## config.mk

```make
export PLATFORM = sky130hd
export DESIGN_NAME = exec_stage
export DESIGN_NICKNAME = d
export VERILOG_FILES = /design/src/rtl/exec_stage.sv
export SDC_FILE = /design/constraint.sdc
export NUM_CORES = 1
export LEC_CHECK = 0
export CAP_MARGIN = 0
export CORE_ASPECT_RATIO = 1.25
export CORE_MARGIN = 4
export CORE_UTILIZATION = 44
export CTS_CLUSTER_SIZE = 20
export DETAILED_ROUTE_END_ITERATION = 8
export PLACE_DENSITY_LB_ADDON = 0.08
export SETUP_SLACK_MARGIN = 0.4
export SLEW_MARGIN = 20
export SYNTH_ARGS = -nofsm -noshare
export SYNTH_HDL_FRONTEND = slang
export SYNTH_SLANG_ARGS = --single-unit
```

## constraint.sdc

```tcl
create_clock -name clk -period 4.18 [get_ports clk]
set_input_delay 0.836 -clock clk [delete_from_list [all_inputs] [get_ports clk]]
set_output_delay 0.836 -clock clk [all_outputs]
set_load 0.02 [all_outputs]
```

## src/rtl/exec_stage.sv

```systemverilog
// Two-stage execute pipeline: S1 latches operands and drives an external ALU,
// S2 captures the result with zero/illegal flags behind a valid/ready handshake.
module exec_stage #(
    parameter int WIDTH = 32
) (
    input  logic             clk,
    input  logic             rst_n,
    input  logic             flush,

    input  logic             in_valid,
    output logic             in_ready,
    input  logic [3:0]       in_op,
    input  logic [3:0]       in_rd,
    input  logic [WIDTH-1:0] in_a,
    input  logic [WIDTH-1:0] in_b,

    output logic [3:0]       alu_i,
    output logic [WIDTH-1:0] alu_a,
    output logic [WIDTH-1:0] alu_b,
    input  logic [WIDTH-1:0] alu_result,

    output logic             out_valid,
    input  logic             out_ready,
    output logic [3:0]       out_rd,
    output logic [WIDTH-1:0] out_result,
    output logic             out_zero,
    output logic             out_illegal,

    output logic [15:0]      retire_cnt
);

    typedef enum logic [3:0] {
        OP_ADD  = 4'h0,
        OP_SUB  = 4'h1,
        OP_AND  = 4'h8,
        OP_OR   = 4'h9,
        OP_XOR  = 4'hA,
        OP_XNOR = 4'hB
    } op_e;

    logic       v1;
    logic       v2;
    logic [3:0] rd1;
    logic       adv1;
    logic       in_xfer;
    logic       out_xfer;
    logic       op_legal;

    assign adv1      = v1 && (!v2 || out_ready);
    assign in_ready  = !flush && (!v1 || adv1);
    assign in_xfer   = in_valid && in_ready;
    // A flush voids any downstream transfer in the same cycle, so it is not retired.
    assign out_xfer  = v2 && out_ready && !flush;
    assign out_valid = v2;

    // NOTE: combinational blocks assign every output a default first so no latch is inferred.
    always_comb begin
        op_legal = 1'b0;
        case (alu_i)
            OP_ADD, OP_SUB, OP_AND, OP_OR, OP_XOR, OP_XNOR: op_legal = 1'b1;
            default: op_legal = 1'b0;
        endcase
    end

    // NOTE: all sequential state uses non-blocking assignments so every register
    // samples the pre-edge values of its neighbours.
    always_ff @(posedge clk or negedge rst_n) begin
        if (!rst_n) begin
            v1 <= 1'b0;
            v2 <= 1'b0;
        end else if (flush) begin
            v1 <= 1'b0;
            v2 <= 1'b0;
        end else begin
            if (in_xfer)
                v1 <= 1'b1;
            else if (adv1)
                v1 <= 1'b0;

            if (adv1)
                v2 <= 1'b1;
            else if (out_xfer)
                v2 <= 1'b0;
        end
    end

    // S1 operand registers feed the ALU directly; they move only on an input transfer.
    always_ff @(posedge clk or negedge rst_n) begin
        if (!rst_n) begin
            alu_i <= '0;
            alu_a <= '0;
            alu_b <= '0;
            rd1   <= '0;
        end else if (in_xfer) begin
            alu_i <= in_op;
            alu_a <= in_a;
            alu_b <= in_b;
            rd1   <= in_rd;
        end
    end

    always_ff @(posedge clk or negedge rst_n) begin
        if (!rst_n) begin
            out_rd      <= '0;
            out_result  <= '0;
            out_zero    <= 1'b0;
            out_illegal <= 1'b0;
        end else if (adv1 && !flush) begin
            out_rd      <= rd1;
            out_result  <= op_legal ? alu_result : '0;
            out_zero    <= op_legal && (alu_result == '0);
            out_illegal <= !op_legal;
        end
    end

    always_ff @(posedge clk or negedge rst_n) begin
        if (!rst_n)
            retire_cnt <= '0;
        else if (out_xfer)
            retire_cnt <= retire_cnt + 16'd1;
    end

endmodule

```

==> metrics.cfg, run 1 <==
[drt]
drt_pass1_iterations = 4
drc = 0
routed_wl_mm = 13.11
drt-wirelength-per-cell_um = 18.73
drtAntennaViolNets = 0
drtIter0Drc = 129
num_vias = 3631
viasPerCell = 5.187

[cts]
cts_num_sinks = 128
postCtsHoldBufs = 0
cts_tree = built
clock-root-buffer = clkbuf_16
clock_latency_ns = 0.40
postCtsSetupRepairBufs = 0
htreeDepth = 4
cts_buffer_depth = 2
numCtsBuffers = 17
ctsResizeCount = 0
cts.clk_slew.worst_paths_ns = 0.05

[sta]
tightest_slew_ns = 0.7616
rsz0062_at_grt = no
slew_headroom_pct = 49.23
skew_ns = 0.007701
tns_ns = 0
setup_viol = 0
timing.hold.ws_ns = 0.4635
drv_slew = 0
fin_crit_sh_pct = 76.13
fmax_ghz = 0.3142
finalCriticalPeriod_ns = 3.182
hold_viol = 0

[setup_path]
path_class = input port to output pin
crit_arrival_ns = 2.35
crit_fanout = 4
start_kind = input port
cp-end-kind = output pin
ff2ff_path_depth = 5
worstPathRequired_ns = 3.34

[floorplan]
io_pins = 233
die_y_um = 125.6
fp.coreArea_um2 = 10720
die_w_um = 102.1
start_util_pct = 45.44
die_area_um2 = 12830
row_count = 42

[synth]
ys_warn_count = 0
syn_nets = 425
synth_seq_area_share_pct = 65.76
synthesis.area_um2 = 4871
synth_cell_types = 25
synthCells = 315
ys_seq_elements = 128
synth_area_per_cell_um2 = 15.46

[layout]
layout_commonest_cell = clkdlybuf4s50_1
finish.net_count = 665
fill_cells = 719
area_delta_synth_final_pct = 62.24
antennaDiodeCount = 0
post-route-util_pct = 73.72
final_cell_mix = clkdlybuf4s50_1, dfrtp_1, mux2_2, a22o_1, clkbuf_16
drive_gt1_share_pct = 20.60
finalInstanceArea_um2 = 7903

[outcome]
status = complete, no violations

[placement]
dp_hpwl_mm = 9.661
placed_area_um2 = 7318
numPortBuffers = 232
gp_congestion = 0.7958

[global_route]
grt_max_degree = 73
grt_first_pass_wirelength_mm = 20.80
grt_overflow = 0
antenna_found_initial = 0
grt_usage_pct = 21.13
grt_pass1_vias = 3979

[job]
cap_violations = 0

[worst_hold_path]
hp-class = register to register
whs_path_depth = 1

[power]
vdd_ir_drop_max_mv = 0.3066
p_leak_uw = 0.003338
power_per_cell_area_nw_per_um2 = 503.8

## cells in the mapped netlist (all sizes together)
master / n / share of area, %
and4: 1 / 0.18
dfrtp: 128 / 66
nor2: 7 / 0.54
nand3: 4 / 0.41
buf: 13 / 1.7
or2: 1 / 0.13
nand4: 6 / 0.77
nor4: 10 / 1.4
inv: 3 / 0.23
xor2: 3 / 0.54
nand4b: 1 / 0.18
ha: 1 / 0.26
mux2: 77 / 18
nor3: 1 / 0.33
nand3b: 1 / 0.15
nand2: 6 / 0.46
a21oi: 3 / 0.31
clkbuf: 1 / 0.077
or3b: 1 / 0.23
xnor2: 12 / 2.2
nor2b: 2 / 0.41
a22o: 33 / 5.9
## metrics by stage
stage / std cells / setup WS (ns) / total power, uW
6_report: 700 / 0.9977 / 3982
3_5_place_dp: 668 / 1.005 / 2578
4_1_cts: 700 / 0.9964 / 4030
2_1_floorplan: 315 / 2.049 / 1992
3_3_place_gp: 668 / 1.034 / 2551
5_1_grt: 700 / 0.9630 / 4158
## power by group
group          internal, uW  switching, uW  total (uW)
registers              1430            112        1540
logic                   550            456        1010
clock network           920            514        1430
total                  2900           1080        3980
## layer usage
metal / wire (um) / vias up / track usage [%]
li1: - / 1629 / -
met3: 1373 / 19 / 10.18
met2: 6756 / 156 / 34.86
met1: 4713 / 1827 / 23.41
met4: 269 / 0 / 8.031
met5: 0 / - / 0
## cell families after synthesis
logic type,after synthesis,synth area share [%]
DFF,128,65.76
muxes,77,17.80
and+or+nand+nor,41,5.215
AOI/OAI and AO/OA,36,6.242
buffers and inverters,17,2.029
xor gates and xnor gates,15,2.697
adders and majority gates,1,0.2568
## worst paths after layout
check	start	end	slack, ns
max reg2reg	out_valid	out_result[7]	2.17
max	out_ready	in_ready	1.0
min reg2reg	retire_cnt[15]	retire_cnt[15]	0.46
max in group asynchronous	rst_n	out_result[18]	2.82
min in group asynchronous	rst_n	out_result[15]	0.48
min	retire_cnt[15]	retire_cnt[15]	0.46
## state kept, by name, indices dropped and copies added (netlist names)
name and flops:
retire_cnt 16, out_rd 4, out_illegal 1, rd1 4, out_result 32, v1 1, alu_b 32, alu_i 4
out_zero 1, out_valid 1, alu_a 32
## worst max-delay path, stage by stage
cell             delay [ns]
clkdlybuf4s50_1        0.56
nor2b_4                0.07
a21oi_1                0.23
clkdlybuf4s50_1        0.65
## area by class of cell
cell class	count	area [um^2]	area share (%)
clock inverters	10	110.1	1.393
multi-input cells	170	1572	19.89
flip-flops and latches	128	3203	40.53
clock buffers	22	474.2	6.001
inverters	3	11.26	0.1425
repair buffers	235	2367	29.96
well taps	132	165.2	2.090
No activity file was read; power rests on OpenSTA's default activity.
==> run 2, diff against run 1 <==
- CORE_UTILIZATION: 44 -> 41
- clock period: 4.18 -> 3.3 ns (I/O delays scaled with it)
==> metrics.cfg, run 2 (synthesized netlist as in run 1, its figures left out) <==
[sta]
finalCriticalPeriod_ns = 2.599
tightest_slew_ns = 0.5967  ; was 0.7616 ns
hold_viol = 0  ; unchanged
slew_headroom_pct = 60.22  ; was 49.23%
skew_ns = 0.007893  ; was 0.007701 ns
tns_ns = 0  ; unchanged
fin_crit_sh_pct = 78.75
rsz0062_at_grt = no  ; unchanged
setup_slack_ns = 0.7013  ; was 0.9977 ns
setup_viol = 0  ; unchanged
drv_slew = 0  ; unchanged
fmax_ghz = 0.3848

[job]
cap_violations = 0  ; unchanged

[outcome]
status = complete, no violations  ; unchanged

[floorplan]
die_w_um = 105.5  ; was 102.1 um
start_util_pct = 41.93  ; was 45.44%
row_count = 44  ; was 42
io_pins = 233  ; unchanged
die_y_um = 129.9  ; was 125.6 um
die_area_um2 = 13700  ; was 12,830 um^2
fp.coreArea_um2 = 11620  ; was 10,720 um^2

[setup_path]
path_class = input port to output pin  ; unchanged
worstPathRequired_ns = 2.64  ; was 3.34 ns
path_cells = clkdlybuf4s50_1, nor2b_4, a21oi_1, dlygate4sd2_1  ; was clkdlybuf4s50_1, nor2b_4, a21oi_1, clkdlybuf4s50_1
start_kind = input port  ; unchanged
crit_arrival_ns = 1.94  ; was 2.35 ns
crit_buf_inv = 2  ; unchanged
cp-end-kind = output pin  ; unchanged
cp_slowest_cell = clkdlybuf4s50_1  ; unchanged
crit_family = buffers and inverters  ; unchanged
crit_fanout = 4  ; unchanged
critical_path.max_stage_delay_ns = 0.55  ; was 0.65 ns

[layout]
layout_commonest_cell = clkdlybuf4s50_1  ; unchanged
multi_input_area_um2 = 1577  ; was 1572 um^2
area_delta_synth_final_pct = 62.75  ; was 62.24%
finalInstanceArea_um2 = 7928  ; was 7903 um^2
drive_gt1_share_pct = 20.56  ; was 20.60%
finish.net_count = 669  ; was 665
top_regs = alu_a: 32 flops, alu_b: 32 flops, out_result: 32 flops  ; unchanged
final_cell_mix = clkdlybuf4s50_1, dfrtp_1, mux2_2, a22o_1, clkbuf_16  ; unchanged
fill_cells = 852  ; was 719
seqCellArea_um2 = 3203  ; unchanged
antennaDiodeCount = 0  ; unchanged

[placement]
placed_area_um2 = 7377  ; was 7318 um^2
dp_slack_ns = 0.4101  ; was 1.005 ns
numPortBuffers = 232  ; unchanged
dp_hpwl_mm = 9.527  ; was 9.661 mm
gp_congestion = 0.7874  ; was 0.7958

[global_route]
antenna_found_initial = 0  ; unchanged
grt_overflow = 0  ; unchanged
grt_usage_pct = 19.15  ; was 21.13%
grt_first_pass_wirelength_mm = 20.43  ; was 20.80 mm
grt_max_degree = 45  ; was 73
grt_pass1_vias = 3962  ; was 3,979

[cts]
htreeDepth = 4  ; unchanged
cts_tree = built  ; unchanged
postCtsSetupRepairBufs = 0  ; unchanged
clock-root-buffer = clkbuf_16  ; unchanged
postCtsHoldBufs = 0  ; unchanged
cts_num_sinks = 128  ; unchanged
cts.clk_slew.worst_paths_ns = 0.05  ; about the same
clock_latency_ns = 0.40  ; about the same
cts_buffer_depth = 2  ; unchanged
numCtsBuffers = 17  ; unchanged

[drt]
drt-wirelength-per-cell_um = 17.56  ; was 18.73 um
drc = 0  ; unchanged
viasPerCell = 4.881  ; was 5.187
drt_pass1_iterations = 4  ; unchanged
routed_wl_mm = 12.82  ; was 13.11 mm
num_vias = 3563  ; was 3,631
drtAntennaViolNets = 0  ; unchanged
drtIter0Drc = 96  ; was 129

[power]
vdd_ir_drop_max_mv = 0.3614  ; was 0.3066 mV
power_per_cell_area_nw_per_um2 = 626.8  ; was 503.8 nW/um^2
p_leak_uw = 0.003351  ; was 0.003338 uW

[worst_hold_path]
hp-class = input port to asynchronous set/reset pin  ; was register to register

==> run 2: changes by cell type in the layout (fill, tap and decap cells not counted) <==
cell / previous run / this run
buf_4: 2 / 7
clkinvlp_4: 4 / 1
buf_12: 2 / 1
clkbuf_1: 2 / 3
clkbuf_8: 3 / 2
clkdlybuf4s50_1: 231 / 230
dlygate4sd2_1: 0 / 1
nand2_2: 1 / 0
nand2_4: 0 / 1
==> run 2: where the power goes <==
group          leakage [uW]  internal [uW]  switching, uW
registers           0.00159           1810            135
logic               0.00149            698            579
clock network      0.000271           1130            613
==> run 2: per-stage QoR <==
stage          cells  hold WS [ns]  power [uW]  utilization, %
4_1_cts          730        0.2714        5044           68.25
3_3_place_gp     701        0.4662        3242           63.51
6_report         730        0.2545        4969           68.25
5_1_grt          730        0.2914        5198           68.25
3_5_place_dp     701        0.4751        3262           63.51
2_1_floorplan    315        0.3644        2523               -
==> run 2: per-layer routing <==
layer	wire, um	GRT usage (%)	up-vias	share of wire (%)
met4	160	5.716	0	1.2
li1	-	-	1633	-
met3	1355	9.401	13	11
met1	4812	21.31	1751	38
met5	0	0	-	0
met2	6488	32.70	166	51
==> run 2: final timing paths <==
kind | depth (start not counted) | startpoint | end | slack, ns
max | 4 | out_ready | in_ready | 0.70
min | 1 | rst_n | out_result[18] | 0.25
max reg2reg | 5 | out_valid | alu_a[4] | 1.28
min reg2reg | 1 | retire_cnt[15] | retire_cnt[15] | 0.48
max in group asynchronous | 2 | rst_n | out_result[28] | 2.27
min in group clk | 1 | retire_cnt[15] | retire_cnt[15] | 0.48
==> run 2: area by class of cell <==
cell class                 count  share of cell area, %
sequential                   128                  40.40
timing repair buffer         239                  30.07
multi-input combinational    170                  19.89
clock buffer                  22                  5.855
tap                          161                  2.541
clock inverter                 7                  1.105
inverter                       3                 0.1420
==> run 2: repair_timing <==
action	CTS	global route
setup endpoints to repair	1	0
gates resized for setup	1	0
endpoints found under the hold margin	0	0
